===== config.mk =====
export PLATFORM = sky130hd
export DESIGN_NAME = cordic_uart_sequencer
export DESIGN_NICKNAME = d
export VERILOG_FILES = /design/src/rtl/cordic_uart_pkg.sv /design/src/rtl/cordic_uart_sequencer.sv
export SDC_FILE = /design/constraint.sdc
export NUM_CORES = 1
export LEC_CHECK = 0
export ABC_AREA = 1
export BUFFER_PORTS_ARGS = -buffer_cell sky130_fd_sc_hd__buf_2
export CAP_MARGIN = 25
export CORE_ASPECT_RATIO = 2
export CORE_UTILIZATION = 45
export CTS_BUF_LIST = sky130_fd_sc_hd__clkbuf_4 sky130_fd_sc_hd__clkbuf_8
export DETAILED_ROUTE_END_ITERATION = 8
export GPL_ROUTABILITY_DRIVEN = 0
export PLACE_DENSITY = 0.68
export SETUP_SLACK_MARGIN = 0.2
export SYNTH_ARGS = -nofsm -noshare
export SYNTH_HDL_FRONTEND = slang
export SYNTH_SLANG_ARGS = --single-unit

===== constraint.sdc =====
create_clock -name i_clk -period 2.2 [get_ports i_clk]
set_clock_uncertainty 0.15 [all_clocks]
set_input_delay 0.22 -clock i_clk [delete_from_list [all_inputs] [get_ports i_clk]]
set_output_delay 0.22 -clock i_clk [all_outputs]
set_load 0.02 [all_outputs]

===== src/rtl/cordic_uart_pkg.sv =====
// ---------------------------------------------------------------------------
// cordic_uart_pkg
// Shared constants for the CORDIC/UART command sequencer:
//   - FSM state encodings (plain localparams for legacy tool compatibility)
//   - command/response byte counts and the response byte order
//   - helper functions for the response byte mux and the overrun window
// ---------------------------------------------------------------------------
package cordic_uart_pkg;

    // Command is a 16-bit angle (MSB first); response is cos then sin, MSB first.
    localparam int BYTES_IN  = 2;
    localparam int BYTES_OUT = 4;
    localparam int IDX_W     = $clog2(BYTES_OUT);

    // FSM state encodings
    localparam logic [2:0] ST_IDLE      = 3'd0;
    localparam logic [2:0] ST_GET_LO    = 3'd1;
    localparam logic [2:0] ST_START     = 3'd2;
    localparam logic [2:0] ST_WAIT_DONE = 3'd3;
    localparam logic [2:0] ST_TX_LOAD   = 3'd4;
    localparam logic [2:0] ST_TX_ARM    = 3'd5;
    localparam logic [2:0] ST_TX_WAIT   = 3'd6;

    // Response byte order on the UART
    localparam logic [IDX_W-1:0] IDX_COS_HI = 2'd0;
    localparam logic [IDX_W-1:0] IDX_COS_LO = 2'd1;
    localparam logic [IDX_W-1:0] IDX_SIN_HI = 2'd2;
    localparam logic [IDX_W-1:0] IDX_SIN_LO = 2'd3;
    localparam logic [IDX_W-1:0] IDX_LAST   = IDX_SIN_LO;

    // Select the response byte to transmit for a given index.
    function automatic logic [7:0] tx_byte_sel(
        input logic [15:0]      cos_v,
        input logic [15:0]      sin_v,
        input logic [IDX_W-1:0] idx
    );
        logic [7:0] b;
        case (idx)
            IDX_COS_HI: b = cos_v[15:8];
            IDX_COS_LO: b = cos_v[7:0];
            IDX_SIN_HI: b = sin_v[15:8];
            IDX_SIN_LO: b = sin_v[7:0];
            default:    b = 8'h00;
        endcase
        return b;
    endfunction

    // True in the states where a received byte cannot be accepted.
    function automatic logic in_overrun_window(input logic [2:0] st);
        logic w;
        case (st)
            ST_START, ST_WAIT_DONE, ST_TX_LOAD, ST_TX_ARM, ST_TX_WAIT: w = 1'b1;
            default:                                                  w = 1'b0;
        endcase
        return w;
    endfunction

endpackage


===== src/rtl/cordic_uart_sequencer.sv =====
// ---------------------------------------------------------------------------
// cordic_uart_sequencer
// Command sequencer between a UART receiver/transmitter pair and a CORDIC core.
// Collects a 2-byte angle (high byte first) from RX, issues one CORDIC start,
// waits for completion (with a cycle timeout), then streams cos/sin back to TX
// as 4 bytes: cos[15:8], cos[7:0], sin[15:8], sin[7:0].
//
// Ports
//   i_clk            system clock, rising edge
//   i_reset          synchronous active-high reset, wins over every event
//   i_rx_data/valid  received byte and its 1-cycle strobe
//   o_cordic_angle   angle to CORDIC, held from START until the next capture
//   o_cordic_start   1-cycle start pulse, one per command
//   i_cordic_done    1-cycle completion strobe (ignored outside WAIT_DONE)
//   i_cordic_cos/sin results, valid with i_cordic_done
//   o_tx_data        byte to transmitter, held until the next load
//   o_tx_start       1-cycle transmit request
//   i_tx_busy        transmitter busy, rises the cycle after o_tx_start
//   o_busy           high in every state except IDLE
//   o_err_timeout    1-cycle pulse when CORDIC fails to complete in time
//   o_err_overrun    1-cycle pulse when a byte arrives while a command runs
//
// All outputs are registered: the next-state/next-output logic is computed
// combinationally and captured in a single register stage.
// ---------------------------------------------------------------------------
module cordic_uart_sequencer
    import cordic_uart_pkg::*;
#(
    parameter int DATA_W  = 16,   // must be 16: the angle/results are exactly 2 bytes
    parameter int TIMEOUT = 1024  // WAIT_DONE cycles before abort
) (
    input  logic              i_clk,
    input  logic              i_reset,
    input  logic [7:0]        i_rx_data,
    input  logic              i_rx_valid,
    output logic [DATA_W-1:0] o_cordic_angle,
    output logic              o_cordic_start,
    input  logic              i_cordic_done,
    input  logic [DATA_W-1:0] i_cordic_cos,
    input  logic [DATA_W-1:0] i_cordic_sin,
    output logic [7:0]        o_tx_data,
    output logic              o_tx_start,
    input  logic              i_tx_busy,
    output logic              o_busy,
    output logic              o_err_timeout,
    output logic              o_err_overrun
);

    localparam int               CNT_W     = $clog2(TIMEOUT + 1);
    localparam logic [CNT_W-1:0] CNT_LIMIT = CNT_W'(TIMEOUT - 1);
    localparam logic [CNT_W-1:0] CNT_ONE   = CNT_W'(1);

    // Registered state and outputs
    logic [2:0]        r_state;
    logic [DATA_W-1:0] r_angle;
    logic              r_cordic_start;
    logic [DATA_W-1:0] r_cos;
    logic [DATA_W-1:0] r_sin;
    logic [IDX_W-1:0]  r_idx;
    logic [CNT_W-1:0]  r_cnt;
    logic [7:0]        r_tx_data;
    logic              r_tx_start;
    logic              r_busy;
    logic              r_err_timeout;
    logic              r_err_overrun;

    // Next-state values
    logic [2:0]        w_state_nxt;
    logic [DATA_W-1:0] w_angle_nxt;
    logic              w_cordic_start_nxt;
    logic [DATA_W-1:0] w_cos_nxt;
    logic [DATA_W-1:0] w_sin_nxt;
    logic [IDX_W-1:0]  w_idx_nxt;
    logic [CNT_W-1:0]  w_cnt_nxt;
    logic [7:0]        w_tx_data_nxt;
    logic              w_tx_start_nxt;
    logic              w_err_timeout_nxt;
    logic              w_err_overrun_nxt;

    // Next-state and next-output decode for the command FSM
    always_comb begin
        w_state_nxt        = r_state;
        w_angle_nxt        = r_angle;
        w_cordic_start_nxt = 1'b0;
        w_cos_nxt          = r_cos;
        w_sin_nxt          = r_sin;
        w_idx_nxt          = r_idx;
        w_cnt_nxt          = r_cnt;
        w_tx_data_nxt      = r_tx_data;
        w_tx_start_nxt     = 1'b0;
        w_err_timeout_nxt  = 1'b0;

        // A byte arriving mid-command is dropped; the FSM below never sees it.
        if (i_rx_valid && in_overrun_window(r_state)) begin
            w_err_overrun_nxt = 1'b1;
        end else begin
            w_err_overrun_nxt = 1'b0;
        end

        case (r_state)
            ST_IDLE: begin
                if (i_rx_valid) begin
                    w_angle_nxt[15:8] = i_rx_data;
                    w_state_nxt       = ST_GET_LO;
                end else begin
                    w_state_nxt = ST_IDLE;
                end
            end

            ST_GET_LO: begin
                // No inter-byte timeout: wait here indefinitely for the low byte.
                if (i_rx_valid) begin
                    w_angle_nxt[7:0]   = i_rx_data;
                    // Start is registered so it is high exactly while in START.
                    w_cordic_start_nxt = 1'b1;
                    w_state_nxt        = ST_START;
                end else begin
                    w_state_nxt = ST_GET_LO;
                end
            end

            ST_START: begin
                w_cnt_nxt   = '0;
                w_state_nxt = ST_WAIT_DONE;
            end

            ST_WAIT_DONE: begin
                // Completion is checked first so done on the limit cycle still wins.
                if (i_cordic_done) begin
                    w_cos_nxt   = i_cordic_cos;
                    w_sin_nxt   = i_cordic_sin;
                    w_idx_nxt   = IDX_COS_HI;
                    w_state_nxt = ST_TX_LOAD;
                end else if (r_cnt == CNT_LIMIT) begin
                    w_err_timeout_nxt = 1'b1;
                    w_state_nxt       = ST_IDLE;
                end else begin
                    w_cnt_nxt = r_cnt + CNT_ONE;
                end
            end

            ST_TX_LOAD: begin
                if (!i_tx_busy) begin
                    w_tx_data_nxt  = tx_byte_sel(r_cos, r_sin, r_idx);
                    w_tx_start_nxt = 1'b1;
                    w_state_nxt    = ST_TX_ARM;
                end else begin
                    w_state_nxt = ST_TX_LOAD;
                end
            end

            ST_TX_ARM: begin
                // Dead cycle: the transmitter has not yet raised busy for this byte.
                w_state_nxt = ST_TX_WAIT;
            end

            ST_TX_WAIT: begin
                if (!i_tx_busy) begin
                    if (r_idx == IDX_LAST) begin
                        w_state_nxt = ST_IDLE;
                    end else begin
                        w_idx_nxt   = r_idx + 2'd1;
                        w_state_nxt = ST_TX_LOAD;
                    end
                end else begin
                    w_state_nxt = ST_TX_WAIT;
                end
            end

            default: begin
                w_state_nxt = ST_IDLE;
            end
        endcase
    end

    // State and output registers with synchronous reset
    always_ff @(posedge i_clk) begin
        if (i_reset) begin
            r_state        <= ST_IDLE;
            r_angle        <= '0;
            r_cordic_start <= 1'b0;
            r_cos          <= '0;
            r_sin          <= '0;
            r_idx          <= '0;
            r_cnt          <= '0;
            r_tx_data      <= 8'h00;
            r_tx_start     <= 1'b0;
            r_busy         <= 1'b0;
            r_err_timeout  <= 1'b0;
            r_err_overrun  <= 1'b0;
        end else begin
            r_state        <= w_state_nxt;
            r_angle        <= w_angle_nxt;
            r_cordic_start <= w_cordic_start_nxt;
            r_cos          <= w_cos_nxt;
            r_sin          <= w_sin_nxt;
            r_idx          <= w_idx_nxt;
            r_cnt          <= w_cnt_nxt;
            r_tx_data      <= w_tx_data_nxt;
            r_tx_start     <= w_tx_start_nxt;
            r_busy         <= (w_state_nxt != ST_IDLE);
            r_err_timeout  <= w_err_timeout_nxt;
            r_err_overrun  <= w_err_overrun_nxt;
        end
    end

    assign o_cordic_angle = r_angle;
    assign o_cordic_start = r_cordic_start;
    assign o_tx_data      = r_tx_data;
    assign o_tx_start     = r_tx_start;
    assign o_busy         = r_busy;
    assign o_err_timeout  = r_err_timeout;
    assign o_err_overrun  = r_err_overrun;

endmodule


==> results of run 1 <==
[area by class of cell]
type	count	area (sq um)
clock buffer	11	145
clock inverter	4	48.8
fill	684	2860
inverter	67	254
multi-input combinational	310	1470
sequential	77	1540
tap	92	115
timing repair buffer	115	773
[power by group]
group	leakage, uW	switching (uW)	internal, uW
sequential	0.000624	43.8	1460
combinational	0.00127	251	169
clock	0.000103	496	559
total	0.00200	791	2190
[registers in the layout, summed over array words and instances (netlist names), 2 cells and up]
signal,flops
o_cordic_angle,16
o_tx_data,8
r_sin,16
r_state,3
r_cos,16
r_cnt,11
r_idx,2
[stage by stage]
| step | power [uW] | setup WS, ns | hold slack (ns) | util (%) | area, sq um |
|---|---|---|---|---|---|
| 2_1_floorplan | 1770 | 0.653 | 0.148 | - | 3350 |
| 3_3_place_gp | 1900 | 0.550 | 0.293 | 52.5 | 3790 |
| 3_5_place_dp | 1900 | 0.475 | 0.296 | 52.5 | 3790 |
| 4_1_cts | 3010 | 0.465 | 0.00196 | 60.3 | 4350 |
| 5_1_grt | 3120 | 0.286 | 0.00382 | 60.3 | 4350 |
| 6_report | 2980 | 0.467 | 0.0154 | 60.3 | 4350 |
[routing by layer]
metal / share of wire [%] / routed length, um / up-vias / global-route usage (%)
li1: - / - / 1717 / -
met5: 0 / 0 / - / 0
met2: 55 / 4670 / 82 / 44.6
met4: 2.9 / 250 / 0 / 14.1
met3: 3.2 / 274 / 22 / 4.95
met1: 39 / 3280 / 1476 / 22.3
[kinds of logic after synthesis]
family	share of synthesized area [%]
flip-flops	46.0
adder cells (fa/ha/maj)	1.87
XOR/XNOR	0.261
AO/OA/AOI/OAI	18.8
buffers and inverters	10.1
AND/OR/NAND/NOR	23.1
[Yosys cell counts (all sizes together)]
cell type,n,share of area (%)
nor3,3,0.60
a21oi,46,7.2
buf,8,1.4
dfxtp,77,46
inv,64,7.2
nand2,93,11
xnor2,1,0.26
ha,5,1.9
o22ai,8,1.5
nand4,3,0.93
nor2,71,8.1
a21o,8,1.8
nor3b,2,0.45
clkinv,3,0.41
nor4,1,0.19
nand3,14,2.1
o21ai,54,8.1
o31ai,1,0.22
clkbuf,10,1.1
[worst paths after layout]
check                                      from       end  slack (ns)  cells past startpoint
worst max-delay path                   r_cnt[0]  r_cnt[2]        0.47                      8
worst min-delay path            i_cordic_cos[6]  r_cos[6]        0.02                      3
worst max register to register         r_cnt[0]  r_cnt[2]        0.47                      8
worst min register to register         r_cos[0]  r_cos[0]        0.31                      2
[worst max-delay path, cell delays in order, from the launching register on]
cell and delay (ns):
dfxtp_1 0.39, ha_1 0.19, nand2_1 0.09, nor2_2 0.19
nand4_2 0.23, nand2_4 0.17, inv_2 0.08, nand2_1 0.06
a21oi_1 0.06
[what timing repair did]
action	4_1_cts	5_1_grt
hold buffers	37	0
setup endpoints to repair	0	0
endpoints found under the hold margin	44	0
==> summary.md, run 1 <==
| Metric | Value |
|---|---|
| Status | finished, final reports clean |
| First-pass GRT wire length | 13.9 mm |
| Full die area | 7820 sq um |
| Post-CTS Resized | 0 |
| TritonRoute pass-1 iters | 5 |
| Achievable clock frequency | 577 MHz |
| Max clock buf depth | 2 |
| Worst skew pair latency | 0.35 ns |
| Mapped Cells | 472 |
| CTS HTree Levels | 3 |
| Critical Path RT | 2.28 ns |
| Die X | 63.0 um |
| Setup TNS | 0 ns |
| Syn Nets | 522 |
| RSZ-0062 raised after global routing | false |
| Sequential area share after synthesis | 46.0% |
| Worst-path maximum fanout | 9 |
| Area grow syn2layout | 29.8% |
| Setup Fix Bufs, Post-CTS | 0 |
| CP arrival | 1.81 ns |
| # Max-Cap Violations | 0 |
| Hpwl dp | 6.09 mm |
| Share of cells above drive strength 1 | 18.8% |
| Core Rows | 44 |
| Number of global-route vias before repair | 3172 |
| Commonest non-fill, non-tap cell in the layout | nand2_1 |
| Most frequent cells in the layout | nand2_1 (91), dfxtp_1 (77), buf_2 (73) |
| LEAKAGE | 0.00200 uW |
| Drt total wl | 8.48 mm |
| Cts bufs inserted | 9 |
| Non-Filler Instances | 676 |
| Syn Area/Cell | 7.10 sq um |
| Worst vdd ir | 0.000558 V |
| Final Cycle Share | 78.8% |
| Die height | 124 um |
| NumNets Final | 630 |
| DR DRC count | 0 |
| Final Hold Vio Count | 0 |
| Via/cell ratio | 4.88 |
| Power Dens Cells | 685 nW/um^2 |
| Overflow after GRT | 0 |
| Fin. max-slew vios | 0 |
| Worst slew pin tran | 0.407 ns |
| Flip-flop and latch count after synthesis | 77 |
| Largest net degree at the start of global routing | 49 |
| Clk slew on worst S/H paths | 0.08 ns |
| Per-cell routed wire length | 12.5 um |
| Critical path type | reg -> reg |
| Tmin final | 1.73 ns |
| Initial antenna violation count | 0 |
| Yosys warnings | 0 |
| CTS tree | done |
| Startpoint Class | register |
| Gr usage total | 23.3% |
| I/O pins | 74 |
| Clock root cell | clkbuf_8 |
| Clock sink count | 77 |
| Post-route ant nets | 0 |
| Count of final setup violators | 0 |
| Via count | 3297 |
| PortBufs | 73 |
| DP Cell Count | 624 |
| Max_slew headroom | 72.9% |
| Antenna fix cells | 0 |
| Crit path capture type | register |
| Post-Synthesis Cell Area | 3350 sq um |
| DRT iter0 DRCs | 214 |
| Core ar. | 7210 sq um |
| Hold crit path type | in -> reg |
| Initial Utilization | 46.5% |
| Number of distinct library cells after synthesis | 30 |
Note: power is estimated with default switching activity, not from simulation.
==> inputs of run 2 (changes only) <==
- ABC_AREA: 1 -> 0
- PLACE_DENSITY: 0.68 -> 0.71
- clock period: 2.2 -> 1.5 ns (I/O delays scaled with it)
==> summary.md, run 2 <==
| Metric | Value |
|---|---|
| Synth Area in Adders | 1.99% |
| Power Dens Cells | 846 nW/um^2 |
| Final WS setup | -0.257 ns |
| Top_reg_cell synth | dfxtp_1 |
| Failing checks | setup timing |
| Status | complete, but fails checks |
| Main area contributors after synthesis | dfxtp_1 (49%), nand2_1 (14%), a21oi_1 (9.4%) |
| Commonest cells in the netlist | nand2_1 (113), dfxtp_1 (77), a21oi_1 (59) |
| Clk slew on worst S/H paths | 0.09 ns |
| Number of global-route vias before repair | 3650 |
| Final instance area | 5700 sq um |
| Initial Utilization | 47.1% |
| Worst-path maximum fanout | 3 |
| Core Rows | 42 |
| Critical Path RT | 1.62 ns |
| Per-cell routed wire length | 23.5 um |
| I/O pins | 74 |
| Final Hold Vio Count | 0 |
| Syn Area/Cell | 8.22 sq um |
| # Max-Cap Violations | 0 |
| Final Cycle Share | 117% |
| Syn Nets | 432 |
| Met3 usage | 10.3% |
| Worst Path Buf+Inv | 1 |
| Clock sink count | 77 |
| Die height | 120 um |
| Max_slew headroom | 65.0% |
| RSZ-0062 raised after global routing | true |
| Tmin final | 1.76 ns |
| Mapped Cells | 382 |
| Hold crit path type | in -> reg |
| Gr usage total | 35.0% |
| Number of distinct library cells after synthesis | 45 |
| DRT iter0 DRCs | 578 |
| Area share of the leading cell type in the synthesized netlist | 49.1% |
| Critical path's top delay family | compound AO/OA/AOI/OAI gates |
| Most frequent cells in the layout | buf_2 (73), dfxtp_1 (70), nand2_1 (65) |
| Area grow syn2layout | 81.5% |
| Top Usage Layer GRT | met2 |
| CP max-delay cell | a222oi_1 |
| Core ar. | 6670 sq um |
| TritonRoute pass-1 iters | 9 |
| Crit path capture type | register |
| DR DRC count | 0 |
| Die X | 61.1 um |
| Post-Synthesis Cell Area | 3140 sq um |
| Initial antenna violation count | 0 |
| Drt total wl | 15.3 mm |
| Largest net degree at the start of global routing | 33 |
| Fin. max-slew vios | 0 |
| Count of final setup violators | 73 |
| Total Power | 4830 uW |
| Max clock buf depth | 2 |
| Share of cells above drive strength 1 | 54.6% |
| Full die area | 7340 sq um |
| Via/cell ratio | 6.23 |
| EDFF count, synth | 0 |
| Commonest non-fill, non-tap cell in the layout | buf_2 |
| Asr flop ratio synth | 0% |
| Critical path type | reg -> reg |
| Worst R2R Setup Slack | -0.26 ns |
| Startpoint Class | register |
| Sequential area share after synthesis | 49.1% |
| Largest area contributor in the netlist | dfxtp_1 |
| NumNets Final | 609 |
| Flip-flop and latch count after synthesis | 77 |
| PortBufs | 73 |
| First-pass GRT wire length | 18.4 mm |
| Yosys warnings | 0 |
| Cts bufs inserted | 9 |
| Pre-CTS setup slack | -0.214 ns |
| Post-route ant nets | 0 |
| Layout fillers | 303 |
| GR Util met2 | 59.9% |
| Simple-gate share of the synthesized area | 23.8% |
| Met1 Resource Use GR | 34.3% |
| Antenna fix cells | 0 |
| Most numerous cell in the Yosys netlist | nand2_1 |
| Synth Area in XOR/XNOR | 0.279% |
| Compound-cell area share of the yosys netlist | 20.6% |
| Achievable clock frequency | 569 MHz |
| Largest family of logic cells by synthesized area | simple AND/OR/NAND/NOR gates |
| Via count | 4061 |
| Worst skew pair latency | 0.38 ns |
| CP arrival | 1.88 ns |
| LEAKAGE | 0.00233 uW |
| Largest stage delay on the critical path | 0.41 ns |
| Worst slew pin tran | 0.525 ns |
| Hpwl dp | 6.12 mm |
| Post-synthesis mux area share | 0% |
| Cell Area, Placed | 3850 sq um |
| Clock root cell | clkbuf_8 |
| Overflow after GRT | 0 |
| CTS HTree Levels | 3 |
| Critical-path cell list | ha_4, buf_4, a222oi_1, o21ai_1, a22o_1 |
| CTS tree | done |
| Worst vdd ir | 0.000894 V |
run 2: final cells by class:
type | instances | area [sq um] | share of cell area [%]
Sequential cell | 77 | 1560 | 27.4
Multi-Input combinational cell | 278 | 2240 | 39.2
Inverter | 4 | 15.0 | 0.263
Tap cell | 88 | 110 | 1.93
Timing Repair Buffer | 189 | 1580 | 27.7
Clock inverter | 5 | 61.3 | 1.08
Clock buffer | 11 | 139 | 2.44
run 2: cells by family (layout without fill, tap and decap cells):
| logic type | Yosys count | after routing |
|---|---|---|
| DFF | 77 | 77 |
| xor gates and xnor gates | 1 | 1 |
| and+or+nand+nor | 163 | 166 |
| adders and majority gates | 5 | 5 |
| AOI/OAI and AO/OA | 106 | 106 |
| buffers and inverters | 30 | 209 |
run 2: final timing paths:
check	start	endpoint	cells after the start
worst max-delay path	r_idx[0]	o_tx_data[3]	5
worst min-delay path	i_rx_valid	o_err_overrun	2
worst max register to register	r_idx[0]	o_tx_data[3]	5
worst min register to register	o_cordic_angle[3]	o_cordic_angle[3]	2
run 2: worst reg2reg max path, cell delays in order (launching register included):
cell      delay (ns)
dfxtp_4         0.37
ha_4            0.18
buf_4           0.15
a222oi_1        0.41
o21ai_1         0.16
a22o_1          0.23
run 2: what timing repair did:
item	4_1_cts	5_1_grt
pin swaps	59	98
endpoints found under the setup margin	77	77
buffers inserted	22	11
cloned	4	4
endpoints found under the hold margin	50	0
gates resized for setup	108	121
hold buffers	42	0
run 2: power by group:
group          internal [uW]  total, uW  leakage [uW]  switching [uW]
sequential              2110       2160      0.000628            57.5
combinational            464       1000       0.00161             540
clock                    809       1660     0.0000926             848
run 2: through the flow:
stage / std cells / utilization [%] / hold slack, ns / TNS (ns)
detailed placement: 553 / 57.6 / 0.250 / -2.98
global placement: 553 / 57.6 / 0.244 / -1.87
finish: 652 / 85.4 / 0.000654 / -11.08
global route: 652 / 85.4 / 0.00890 / -16.09
floorplan: 382 / - / 0.0779 / -0.618
CTS: 637 / 76.4 / 0.00305 / -2.67
run 2: metal layers:
| metal | up-vias | wire length (um) |
|---|---|---|
| met3 | 135 | 1180 |
| met4 | 0 | 1540 |
| li1 | 1703 | - |
| met5 | - | 0 |
| met2 | 302 | 7900 |
| met1 | 1921 | 4730 |
==> inputs of run 3 (changes only) <==
- SETUP_SLACK_MARGIN: 0.2 -> 0.02
==> summary.md, run 3 (synthesis gave the netlist of run 2 again) <==
| Metric | Value |
|---|---|
| Worst vdd ir | 0.000726 V |
| Status | complete, but fails checks |
| Total Power | 4930 uW |
| RSZ-0062 raised after global routing | true |
| Post-route ant nets | 0 |
| Most frequent cells in the layout | buf_2 (73), nand2_1 (69), dfxtp_1 (68) |
| Final WS setup | -0.217 ns |
| Initial Utilization | 47.1% |
| Die height | 120 um |
| Core Rows | 42 |
| Clock sink count | 77 |
| Startpoint Class | register |
| DP Cell Count | 559 |
| CTS tree | done |
| Final Hold Vio Count | 0 |
| Commonest non-fill, non-tap cell in the layout | buf_2 |
| Crit path capture type | register |
| DRT iter0 DRCs | 398 |
| Full die area | 7340 sq um |
| Final instance area | 5460 sq um |
| Hold crit path type | in -> reg |
| Achievable clock frequency | 582 MHz |
| Antenna fix cells | 0 |
| First-pass GRT wire length | 16.3 mm |
| Largest net degree at the start of global routing | 19 |
| Critical-path cell list | inv_4, ha_4, a222oi_1, o21ai_1, a22o_1 |
| Number of global-route vias before repair | 3572 |
| Clock root cell | clkbuf_8 |
| Worst-path maximum fanout | 7 |
| PortBufs | 73 |
| Hpwl dp | 6.00 mm |
| Register area | 1570 sq um |
| Max_slew headroom | 65.4% |
| Worst skew pair latency | 0.35 ns |
| DR DRC count | 0 |
| Via count | 3819 |
| TritonRoute pass-1 iters | 5 |
| Critical path's top delay family | compound AO/OA/AOI/OAI gates |
| Gr usage total | 30.1% |
| CTS HTree Levels | 3 |
| Multi-input gate area | 2080 sq um |
| NumNets Final | 599 |
| Core ar. | 6670 sq um |
| CP max-delay cell | a222oi_1 |
| Cell Area, Placed | 3870 sq um |
| Initial antenna violation count | 0 |
| I/O pins | 74 |
| Max clock buf depth | 2 |
| Clk slew on worst S/H paths | 0.08 ns |
| Count of final setup violators | 58 |
| Non-Filler Instances | 642 |
| Final Cycle Share | 114% |
| Largest stage delay on the critical path | 0.51 ns |
| Drt total wl | 13.0 mm |
| # Max-Cap Violations | 0 |
| Layout fillers | 360 |
| Per-cell routed wire length | 20.2 um |
| Share of cells above drive strength 1 | 50.9% |
| Failing checks | setup timing |
| Die X | 61.1 um |
| Overflow after GRT | 0 |
| Fin. max-slew vios | 0 |
| Critical Path RT | 1.59 ns |
| Setup TNS | -5.60 ns |
| Cts bufs inserted | 9 |
| CP arrival | 1.81 ns |
| Critical path type | reg -> reg |
| Area grow syn2layout | 73.8% |
| Worst slew pin tran | 0.519 ns |
| Worst Path Buf+Inv | 1 |
| Via/cell ratio | 5.95 |
| Power Dens Cells | 903 nW/um^2 |
| LEAKAGE | 0.00222 uW |
| Tmin final | 1.72 ns |
[run 3: worst paths after layout]
kind                                   startpoint                 to  slack, ns  cells after the start
worst max-delay path                     r_idx[1]       o_tx_data[2]      -0.22                      5
worst min-delay path                      i_reset           r_sin[7]       0.02                      2
worst max register to register           r_idx[1]       o_tx_data[2]      -0.22                      5
worst min register to register  o_cordic_angle[6]  o_cordic_angle[6]       0.31                      2
[run 3: final cells by class]
class	count	share of cell area (%)
multi-input cells	276	38.0
flip-flops and latches	77	28.7
repair buffers	181	26.7
clock buffers	12	2.91
well taps	88	2.02
clock inverters	4	1.28
inverters	4	0.321
[run 3: layer usage]
metal  GRT usage [%]  vias to the layer above  part of all wire (%)
met1            28.9                     1841                    34
met4            21.2                        0                   7.5
li1                -                     1690                     -
met2            52.0                      201                    54
met3            7.87                       87                   5.0
met5               0                        -                     0
[run 3: power by group]
part | leakage, uW | switching (uW) | internal [uW]
logic | 0.00147 | 505 | 435
clock network | 0.000120 | 773 | 1040
registers | 0.000629 | 70.6 | 2100
[run 3: metrics by stage]
stage / util (%) / hold slack [ns] / setup slack [ns]
finish: 81.8 / 0.0207 / -0.217
global route: 81.8 / 0.0228 / -0.343
CTS: 74.5 / 0.00210 / -0.183
detailed placement: 58.0 / 0.251 / -0.376
global placement: 58.0 / 0.243 / -0.354
floorplan: - / 0.0779 / -0.107
[run 3: what timing repair did]
action | 4_1_cts | 5_1_grt
gates cloned | 3 | 2
hold buffers | 42 | 0
pin swaps | 34 | 71
endpoints found under the hold margin | 50 | 0
endpoints found under the setup margin | 73 | 73
gates resized for setup | 85 | 114
setup buffers | 12 | 11
